[src/rtl/iecdrv_gcr_reader_if.sv]
// iecdrv_gcr_reader_if: RAM bit port plus byte-side outputs of the GCR read head.
// master = reader (mem_addr, byte_out, byte_ready, sync_n out; mem_q in); slave = RAM/VIA side.
interface iecdrv_gcr_reader_if #(
  parameter int ADDRWIDTH = 13
);
  logic [ADDRWIDTH+2:0] mem_addr;
  logic                 mem_q;
  logic [7:0]           byte_out;
  logic                 byte_ready;
  logic                 sync_n;

  modport master (
    output mem_addr,
    output byte_out,
    output byte_ready,
    output sync_n,
    input  mem_q
  );

  modport slave (
    input  mem_addr,
    input  byte_out,
    input  byte_ready,
    input  sync_n,
    output mem_q
  );
endinterface

[src/rtl/iecdrv_gcr_reader.sv]
// iecdrv_gcr_reader: bit-serial GCR track read head, SYNC detect, MSB-first byte assembly.
// Ports: clk, reset_n (async low), ce strobe, enable, track_len; bus = RAM bit port + byte outputs.
module iecdrv_gcr_reader #(
  parameter int ADDRWIDTH = 13,
  parameter int SYNC_ONES = 10
) (
  input  logic                 clk,
  input  logic                 reset_n,
  input  logic                 ce,
  input  logic                 enable,
  input  logic [ADDRWIDTH+2:0] track_len,
  iecdrv_gcr_reader_if.master  bus
);
  localparam int AW = ADDRWIDTH + 3;
  localparam logic [3:0] SYNC_N = 4'(SYNC_ONES);

  typedef enum logic [1:0] {
    IDLE,
    WAIT1,
    WAIT2,
    CAPTURE
  } state_t;

  state_t r_state;
  state_t w_next;

  logic [AW-1:0] r_ptr;
  logic [7:0]    r_shift;
  logic [7:0]    r_byte;
  logic [2:0]    r_bitcnt;
  logic [3:0]    r_ones;
  logic          r_ready;
  logic          r_sync_n;

  logic          w_b;
  logic          w_capture;
  logic [AW:0]   w_inc;
  logic [AW-1:0] w_ptr_nxt;
  logic [3:0]    w_ones_nxt;
  logic          w_sync_hit;
  logic [7:0]    w_shifted;

  always_ff @(posedge clk or negedge reset_n) begin
    if (!reset_n) begin
      r_state <= IDLE;
    end else begin
      r_state <= w_next;
    end
  end

  always_comb begin
    w_next = r_state;
    unique case (r_state)
      IDLE:    if (ce) w_next = WAIT1;
      WAIT1:   w_next = WAIT2;
      WAIT2:   w_next = CAPTURE;
      CAPTURE: w_next = IDLE;
      default: w_next = IDLE;
    endcase
    if (!enable) w_next = IDLE;
  end

  // RAM data is valid two edges after the address was sampled, so the
  // bit is taken on the edge that leaves WAIT2 (entering CAPTURE).
  assign w_b       = bus.mem_q;
  assign w_capture = enable && (r_state == WAIT2);

  // One extra bit keeps ptr+1 from wrapping before the length compare;
  // also covers track_len 0/1 and a pointer beyond a shortened track.
  assign w_inc     = {1'b0, r_ptr} + {{AW{1'b0}}, 1'b1};
  assign w_ptr_nxt = (w_inc >= {1'b0, track_len}) ? '0 : w_inc[AW-1:0];

  always_comb begin
    w_ones_nxt = 4'd0;
    if (w_b) begin
      w_ones_nxt = (r_ones == 4'd15) ? 4'd15 : r_ones + 4'd1;
    end
  end

  assign w_sync_hit = w_b && (w_ones_nxt >= SYNC_N);
  assign w_shifted  = {r_shift[6:0], w_b};

  always_ff @(posedge clk or negedge reset_n) begin
    if (!reset_n) begin
      r_ptr    <= '0;
      r_shift  <= '0;
      r_byte   <= '0;
      r_bitcnt <= '0;
      r_ones   <= '0;
      r_ready  <= 1'b0;
      r_sync_n <= 1'b1;
    end else begin
      r_ready <= 1'b0;
      if (!enable) begin
        r_shift  <= '0;
        r_bitcnt <= '0;
        r_ones   <= '0;
        r_sync_n <= 1'b1;
      end else if (w_capture) begin
        r_ptr  <= w_ptr_nxt;
        r_ones <= w_ones_nxt;
        if (r_sync_n) begin
          if (w_sync_hit) begin
            r_sync_n <= 1'b0;
            r_shift  <= '0;
            r_bitcnt <= '0;
          end else begin
            r_shift  <= w_shifted;
            r_bitcnt <= r_bitcnt + 3'd1;
            if (r_bitcnt == 3'd7) begin
              r_byte  <= w_shifted;
              r_ready <= 1'b1;
            end
          end
        end else if (!w_b) begin
          // The 0 ending a SYNC is already bit 7 of the next byte.
          r_sync_n <= 1'b1;
          r_shift  <= w_shifted;
          r_bitcnt <= 3'd1;
        end
      end
    end
  end

  assign bus.mem_addr   = r_ptr;
  assign bus.byte_out   = r_byte;
  assign bus.byte_ready = r_ready;
  assign bus.sync_n     = r_sync_n;

endmodule
[src/flat_wrapper.sv]
// flat-port wrapper written by rule: the top's interface ports become plain ports
module iecdrv_gcr_reader_flat 
#(
  parameter int ADDRWIDTH = 13,
  parameter int SYNC_ONES = 10
)
  (clk, reset_n, ce, enable, track_len, bus_mem_addr, bus_byte_out, bus_byte_ready, bus_sync_n, bus_mem_q);
  iecdrv_gcr_reader_if #(.ADDRWIDTH(ADDRWIDTH)) bus_i ();
  input  logic clk;
  input  logic reset_n;
  input  logic ce;
  input  logic enable;
  input  logic [ADDRWIDTH+2:0] track_len;
  output wire logic [$bits(bus_i.mem_addr)-1:0] bus_mem_addr;
  output wire logic [$bits(bus_i.byte_out)-1:0] bus_byte_out;
  output wire logic [$bits(bus_i.byte_ready)-1:0] bus_byte_ready;
  output wire logic [$bits(bus_i.sync_n)-1:0] bus_sync_n;
  input wire logic [$bits(bus_i.mem_q)-1:0] bus_mem_q;
  assign bus_mem_addr = bus_i.mem_addr;
  assign bus_byte_out = bus_i.byte_out;
  assign bus_byte_ready = bus_i.byte_ready;
  assign bus_sync_n = bus_i.sync_n;
  assign bus_i.mem_q = bus_mem_q;
  iecdrv_gcr_reader #(.ADDRWIDTH(ADDRWIDTH), .SYNC_ONES(SYNC_ONES)) u_core (.clk(clk), .reset_n(reset_n), .ce(ce), .enable(enable), .track_len(track_len), .bus(bus_i));
endmodule
[config.mk]
export PLATFORM = sky130hd
export DESIGN_NAME = iecdrv_gcr_reader_flat
export DESIGN_NICKNAME = d
export VERILOG_FILES = /design/src/rtl/iecdrv_gcr_reader_if.sv /design/src/rtl/iecdrv_gcr_reader.sv /design/src/flat_wrapper.sv
export SDC_FILE = /design/constraint.sdc
export NUM_CORES = 1
export LEC_CHECK = 0
export CAP_MARGIN = 20
export CORE_UTILIZATION = 30
export DETAILED_ROUTE_END_ITERATION = 10
export MAX_ROUTING_LAYER = met4
export PLACE_DENSITY = 0.49
export SETUP_SLACK_MARGIN = 0.02
export SYNTH_ARGS = -nofsm -noshare
export SYNTH_HDL_FRONTEND = slang
export SYNTH_SLANG_ARGS = --single-unit
[constraint.sdc]
create_clock -name clk -period 2.6 [get_ports clk]
set_input_delay 0.65 -clock clk [delete_from_list [all_inputs] [get_ports clk]]
set_output_delay 0.65 -clock clk [all_outputs]
set_load 0.01 [all_outputs]
==> flow_metrics.py, run 1 <==
metrics = {
    "yosys": {
        "ys_async_sr_fraction": 1.00,
        "synth_area_um2": 2590,
        "ys_top_cells_by_area": "dfrtp_1, ha_1, a22o_1",
        "synthesis.nets": 303,
        "ys_ff_latch": 42,
        "syn_area_per_cell_um2": 9.95,
        "synth_top_area_frac": 0.397,
        "ys_seq_area_frac": 0.407,
        "syn_inst": 260,
        "yosys.area.top_type": "dfrtp_1",
        "synth_warnings": 0,
        "synth_cell_types": 44,
        "synth_edf_count": 0,
        "synthFlopType": "dfrtp_1",
    },
    "place": {
        "routabilityCongestion": 0.790,
        "hpwl_mm": 4.83,
        "portBuffers": 46,
    },
    "global_route": {
        "grt_pass1_wl_mm": 11.0,
        "grt_pass1_vias": 2337,
        "track_usage": 0.162,
        "antenna_found_initial": 0,
        "grt-ovfl-total": 0,
        "met2_usage": 0.245,
        "use_met3": 0.0250,
        "grt_start_max_net_pins": 17,
        "top_usage_layer": "met2",
        "global_route.usage.met1": 0.218,
    },
    "final_layout": {
        "nets": 408,
        "drive_gt1_frac": 0.309,
        "area_growth_pct": 48.1,
        "fillers": 792,
        "n_antenna_cell": 0,
        "post-route-util": 0.462,
    },
    "status": {
        "status": "finished with violations",
        "failed_checks": "negative setup slack",
    },
    "sta": {
        "grt_setup_unrepaired": "true",
        "relSlewSlack": 0.510,
        "post-route-period-util": 1.09,
        "hold_viol_final": 0,
        "drv_slew": 0,
        "fmax_mhz": 354,
        "min_period_ns": 2.83,
        "layout_setup_ws_ns": -0.225,
        "skew_ns": 0.00937,
        "setup_violations": 16,
        "tightest_slew_ns": 0.734,
    },
    "run": {
        "cap_viol_max_count": 0,
    },
    "cts": {
        "clk_path_buf_depth": 2,
        "cts_sinks": 42,
        "cts_htree_levels": 2,
        "cts-root-buf": "clkbuf_8",
        "clkSlewWorstSetupHoldPaths_ns": 0.09,
        "cts_tree": "yes",
        "worstSkewPairLatency_ns": 0.30,
        "numCtsBuffers": 5,
    },
    "floorplan": {
        "initial_core_util": 0.312,
        "coreArea_um2": 8300,
        "rows": 33,
        "die_x_um": 94.9,
        "die_area_um2": 9000,
        "die_h_um": 94.9,
        "io_pins": 47,
    },
    "routing": {
        "vias_per_cell": 4.80,
        "dr.pass1.iters": 4,
        "dr_total_vias": 2262,
        "drtAntennaViolNets": 0,
        "drt_iter0_drc": 67,
        "wl_per_cell_um": 13.2,
        "wirelength_mm": 6.21,
        "drc_errors": 0,
    },
    "setup_path": {
        "critPathSlowestCell": "dfrtp_2",
        "crit_type": "reg2reg",
        "r2r_setup_slack_ns": -0.23,
        "critPathCaptureType": "flop",
        "cp_max_fo": 9,
        "path_cells": "and4_4, and3_4, nand3_4, xnor2_2, ha_1, nand4_1, nor4_2, a211oi_2, a21oi_2, buf_6, nor3_1, a211o_2",
        "r2r_start": "u_core.bus.mem_addr[5]",
        "critPathArrivalTime_ns": 3.02,
        "cp-start-kind": "flop",
        "timing.rr.end": "u_core.bus.mem_addr[11]",
        "reg2reg_depth": 12,
        "cp_slowest_stage_delay_ns": 0.37,
        "worstPathRequired_ns": 2.79,
    },
    "power": {
        "power_density_nw_per_um2": 606,
        "fin_total_pwr_mw": 2.32,
        "power_leakage_nw": 1.83,
        "ir_drop_mv": 0.393,
    },
    "hold_path": {
        "min_path_type": "in2async",
    },
}
[power by group]
part / internal, mW / switching (mW) / total (mW)
clock network: 0.288 / 0.245 / 0.533
registers: 0.735 / 0.0923 / 0.827
logic: 0.528 / 0.434 / 0.961
total: 1.55 / 0.771 / 2.32
[placed cells by master (no fill, tap or decap), types with 3 or more instances in the layout]
cell	n
and2_1	8
dfrtp_2	6
nor3_1	6
nand2b_1	7
clkbuf_8	5
inv_1	19
a22o_1	20
xnor2_1	11
buf_6	3
buf_4	54
clkdlybuf4s50_1	45
nand3_2	3
nand4_1	4
nand3_1	11
nand2_1	21
ha_1	21
nor2b_1	3
o31ai_1	3
and3_4	4
mux2_2	7
a21oi_1	10
nor2_1	10
dfrtp_1	35
a211o_2	5
o21ai_0	6
[cell families (layout without fill, tap and decap cells)]
family / after synthesis / count (layout) / synth area share
muxes: 10 / 10 / 0.0431
xor gates and xnor gates: 15 / 15 / 0.0508
and+or+nand+nor: 91 / 91 / 0.187
DFF: 42 / 42 / 0.407
AOI/OAI and AO/OA: 55 / 55 / 0.161
buffers and inverters: 25 / 131 / 0.0450
adders and majority gates: 22 / 22 / 0.106
[cell type report]
class | instances | area, um2 | share of cell area
multi-input combinational | 193 | 1540 | 0.402
clock inverter | 3 | 43.8 | 0.0114
tap | 105 | 131 | 0.0343
timing repair buffer | 104 | 915 | 0.239
sequential | 42 | 1060 | 0.277
clock buffer | 5 | 68.8 | 0.0180
inverter | 19 | 71.3 | 0.0186
[sequential cells by signal, summed over array words and instances (netlist names)]
name and cells:
u_core.r_bitcnt 3, u_core.bus.sync_n 1, u_core.bus.byte_out 8, u_core.bus.mem_addr 16
u_core.r_shift 7, u_core.r_ones 4, u_core.r_state 2, u_core.bus.byte_ready 1
[synth_stat cells (all sizes together), types with 9 or more instances]
master	instances
nor2	12
ha	22
inv	19
nand3	15
a22o	20
dfrtp	41
mux2	9
nand2	22
xnor2	12
a21oi	11
[metrics by stage]
step	setup TNS, ns	setup WS [ns]	cell area [um2]	std cells	hold slack (ns)
2_1_floorplan	-3.39	-0.222	2620	260	0.354
3_3_place_gp	-5.32	-0.415	3580	460	0.477
3_5_place_dp	-5.19	-0.406	3580	460	0.481
4_1_cts	-2.46	-0.211	3810	470	0.223
5_1_grt	-4.95	-0.400	3830	471	0.236
6_report	-2.35	-0.225	3830	471	0.218
[worst max-delay path by stage]
stage | startpoint | endpoint | slack (ns) | depth (start not counted)
final | u_core.bus.mem_addr[5] | u_core.bus.mem_addr[11] | -0.23 | 12
after global routing | u_core.bus.mem_addr[7] | u_core.bus.mem_addr[11] | -0.40 | 12
after CTS | u_core.bus.mem_addr[4] | u_core.bus.mem_addr[11] | -0.21 | 12
after detailed placement | track_len[12] | u_core.bus.mem_addr[9] | -0.41 | 10
after global placement | track_len[12] | u_core.bus.mem_addr[11] | -0.41 | 10
after floorplan | u_core.bus.mem_addr[2] | u_core.bus.mem_addr[5] | -0.22 | 12
[routing by layer]
layer	part of all wire	wire length, um	vias up
met4	0.013	78	0
met3	0.022	138	6
met2	0.45	2790	26
met5	0	0	-
li1	-	-	1135
met1	0.52	3210	1095
[critical path, delay by kind of cell (launching register included)]
kind | cells | cell delay [ns]
xor+xnor | 1 | 0.14
fa+ha+maj | 1 | 0.32
compound gates | 3 | 0.61
buf+inv | 1 | 0.18
flops | 1 | 0.37
simple gates | 6 | 1.10
[timing repair]
action                                  CTS  global route
pin swaps                                23             8
endpoints found under the setup margin   16            16
buffers inserted                          2             1
resized for setup                        18             4
hold buffers                              0             0
(Power assumes the default switching activity.)
==> run 2, diff against run 1 <==
- CTS_BUF_LIST: unset -> sky130_fd_sc_hd__clkbuf_16
- SETUP_SLACK_MARGIN: 0.02 -> unset
==> run 2 against run 1 <==
The flow still finishes with violations (negative setup slack). Sequential power hardly changed. Clock-buffer cell count did not move. Largest cell class unchanged. Critical endpoint unchanged. Flip-flop and latch count is the same. First-iteration DRC count is 30% lower. Highest routed layer unchanged.
==> flow_metrics.py, run 2 (synthesis results as in run 1) <==
metrics = {
    "status": {
        "status": "finished with violations",
        "failed_checks": "negative setup slack",
    },
    "sta": {
        "min_period_ns": 2.81,
        "drv_slew": 0,
        "post-route-period-util": 1.08,
        "layout_setup_ws_ns": -0.205,
        "tightest_slew_ns": 0.726,
        "fmax_mhz": 356,
        "grt_setup_unrepaired": "true",
        "skew_ns": 0.00545,
        "relSlewSlack": 0.515,
        "timing.hold.ws_ns": 0.241,
        "setup_violations": 16,
        "hold_viol_final": 0,
    },
    "power": {
        "sw_frac_of_total": 0.315,
        "power_leakage_nw": 1.87,
        "netSwitchingPower_mw": 0.802,
        "p_clk_frac": 0.282,
        "ir_drop_mv": 0.416,
        "combPwrFrac": 0.392,
        "intPower_mw": 1.74,
        "pwr-share-seq": 0.326,
        "fin_total_pwr_mw": 2.55,
        "power_density_nw_per_um2": 647,
    },
    "cts": {
        "cts-root-buf": "clkbuf_16",
        "cts_tree": "yes",
        "cts_hold_buf": 0,
        "clk_path_buf_depth": 2,
        "cts_htree_levels": 2,
        "numCtsBuffers": 5,
        "cts_sinks": 42,
        "clkSlewWorstSetupHoldPaths_ns": 0.06,
        "worstSkewPairLatency_ns": 0.29,
    },
    "floorplan": {
        "die_h_um": 94.9,
        "die_area_um2": 9000,
        "io_pins": 47,
        "die_x_um": 94.9,
        "initial_core_util": 0.312,
        "coreArea_um2": 8300,
        "rows": 33,
    },
    "final_layout": {
        "drive_gt1_frac": 0.325,
        "fillers": 784,
        "final_cell_mix": "buf_4, clkdlybuf4s50_1, dfrtp_1",
        "nets": 411,
        "fin_area_um2": 3930,
        "n_antenna_cell": 0,
        "area_growth_pct": 52.0,
        "largest_register_ffs": 16,
        "layout_commonest_cell": "buf_4",
    },
    "global_route": {
        "track_usage": 0.163,
        "grt-ovfl-total": 0,
        "grt_pass1_vias": 2340,
        "grt_pass1_wl_mm": 11.1,
        "grt_start_max_net_pins": 17,
        "antenna_found_initial": 0,
    },
    "place": {
        "hpwl_mm": 4.83,
        "routabilityCongestion": 0.790,
        "portBuffers": 46,
        "place_ws_ns": -0.406,
        "place_area_um2": 3580,
    },
    "routing": {
        "dr_total_vias": 2261,
        "wirelength_mm": 6.25,
        "dr.pass1.iters": 4,
        "drtAntennaViolNets": 0,
        "drt_iter0_drc": 47,
        "drc_errors": 0,
        "wl_per_cell_um": 13.2,
        "vias_per_cell": 4.77,
    },
    "setup_path": {
        "r2r_start": "u_core.bus.mem_addr[5]",
        "cp-startpoint": "u_core.bus.mem_addr[5]",
        "path_cells": "and4_4, and3_4, nand3_4, xnor2_2, ha_1, nand4_1, nor4_2, a211oi_2, a21oi_2, buf_6, nor3_1, a211o_2",
        "crit_type": "reg2reg",
        "worstPathRequired_ns": 2.77,
        "critPathArrivalTime_ns": 2.98,
        "cp_max_fo": 9,
        "critPathSlowestCell": "dfrtp_2",
        "cp-start-kind": "flop",
        "cp_slowest_stage_delay_ns": 0.36,
        "critPathCaptureType": "flop",
    },
    "hold_path": {
        "min_path_type": "in2async",
    },
    "run": {
        "cap_viol_max_count": 0,
    },
}
-- run 2: cell count changes in the layout (fill, tap and decap cells not counted), moves of 2 or more --
cell / change
buf_4: +3
clkbuf_16: +5
clkbuf_8: -5
o21ai_0: -2
-- run 2: power groups by stage --
stage,combinational [mW],sequential (mW),clock [mW]
CTS,0.974,0.826,0.741
global placement,0.911,0.828,0
detailed placement,0.925,0.830,0
finish,0.998,0.830,0.717
global route,1.12,0.844,0.774
floorplan,0.496,0.858,0
-- run 2: critical path, delay by kind of cell, from the launching register on --
| kind | cells | cell delay [ns] |
|---|---|---|
| AOI/OAI and AO/OA | 3 | 0.60 |
| xor gates and xnor gates | 1 | 0.14 |
| buffers and inverters | 1 | 0.18 |
| adders and majority gates | 1 | 0.32 |
| DFF | 1 | 0.36 |
| and+or+nand+nor | 6 | 1.10 |
-- run 2: path summary, 6_finish.rpt --
check | end | slack [ns] | cells past startpoint
max | u_core.bus.mem_addr[11] | -0.21 | 12
min | u_core.r_ones[3] | 0.24 | 1
max reg2reg | u_core.bus.mem_addr[11] | -0.21 | 12
min reg2reg | u_core.bus.byte_out[3] | 0.49 | 1
max in group asynchronous | u_core.bus.sync_n | 1.78 | 2
min in group clk | u_core.bus.byte_out[3] | 0.49 | 1
-- run 2: routing by layer --
metal | up-vias | wire, um | GRT usage
met5 | - | 0 | -
met4 | 0 | 74 | 0.0543
met3 | 5 | 153 | 0.0274
met2 | 26 | 2830 | 0.245
met1 | 1087 | 3190 | 0.220
li1 | 1143 | - | -
-- run 2: metrics by stage --
| stage | cells | TNS, ns | util |
|---|---|---|---|
| 6_report | 474 | -2.67 | 0.474 |
| 5_1_grt | 474 | -4.84 | 0.474 |
| 4_1_cts | 470 | -2.25 | 0.465 |
| 3_5_place_dp | 460 | -5.19 | 0.432 |
| 3_3_place_gp | 460 | -5.32 | 0.432 |
| 2_1_floorplan | 260 | -3.39 | - |
-- run 2: timing repair --
action                                  4_1_cts  5_1_grt
endpoints found under the hold margin         0        0
endpoints found under the setup margin       16       16
resized for setup                            18       11
pin swaps                                    25        5
buffers inserted                              2        4
-- run 2: area by class of cell --
class / instances / area (um2) / share of cell area
clock buffers: 5 / 125 / 0.0318
multi-input cells: 193 / 1560 / 0.398
inverters: 19 / 71.3 / 0.0181
repair buffers: 107 / 937 / 0.238
well taps: 105 / 131 / 0.0334
clock inverters: 3 / 43.8 / 0.0111
flip-flops and latches: 42 / 1060 / 0.270
==> run 3, diff against run 2 <==
- SLEW_MARGIN: unset -> 20
==> results of run 3 <==
Same layout as run 2: the final DEF is identical, and so are final timing and power.
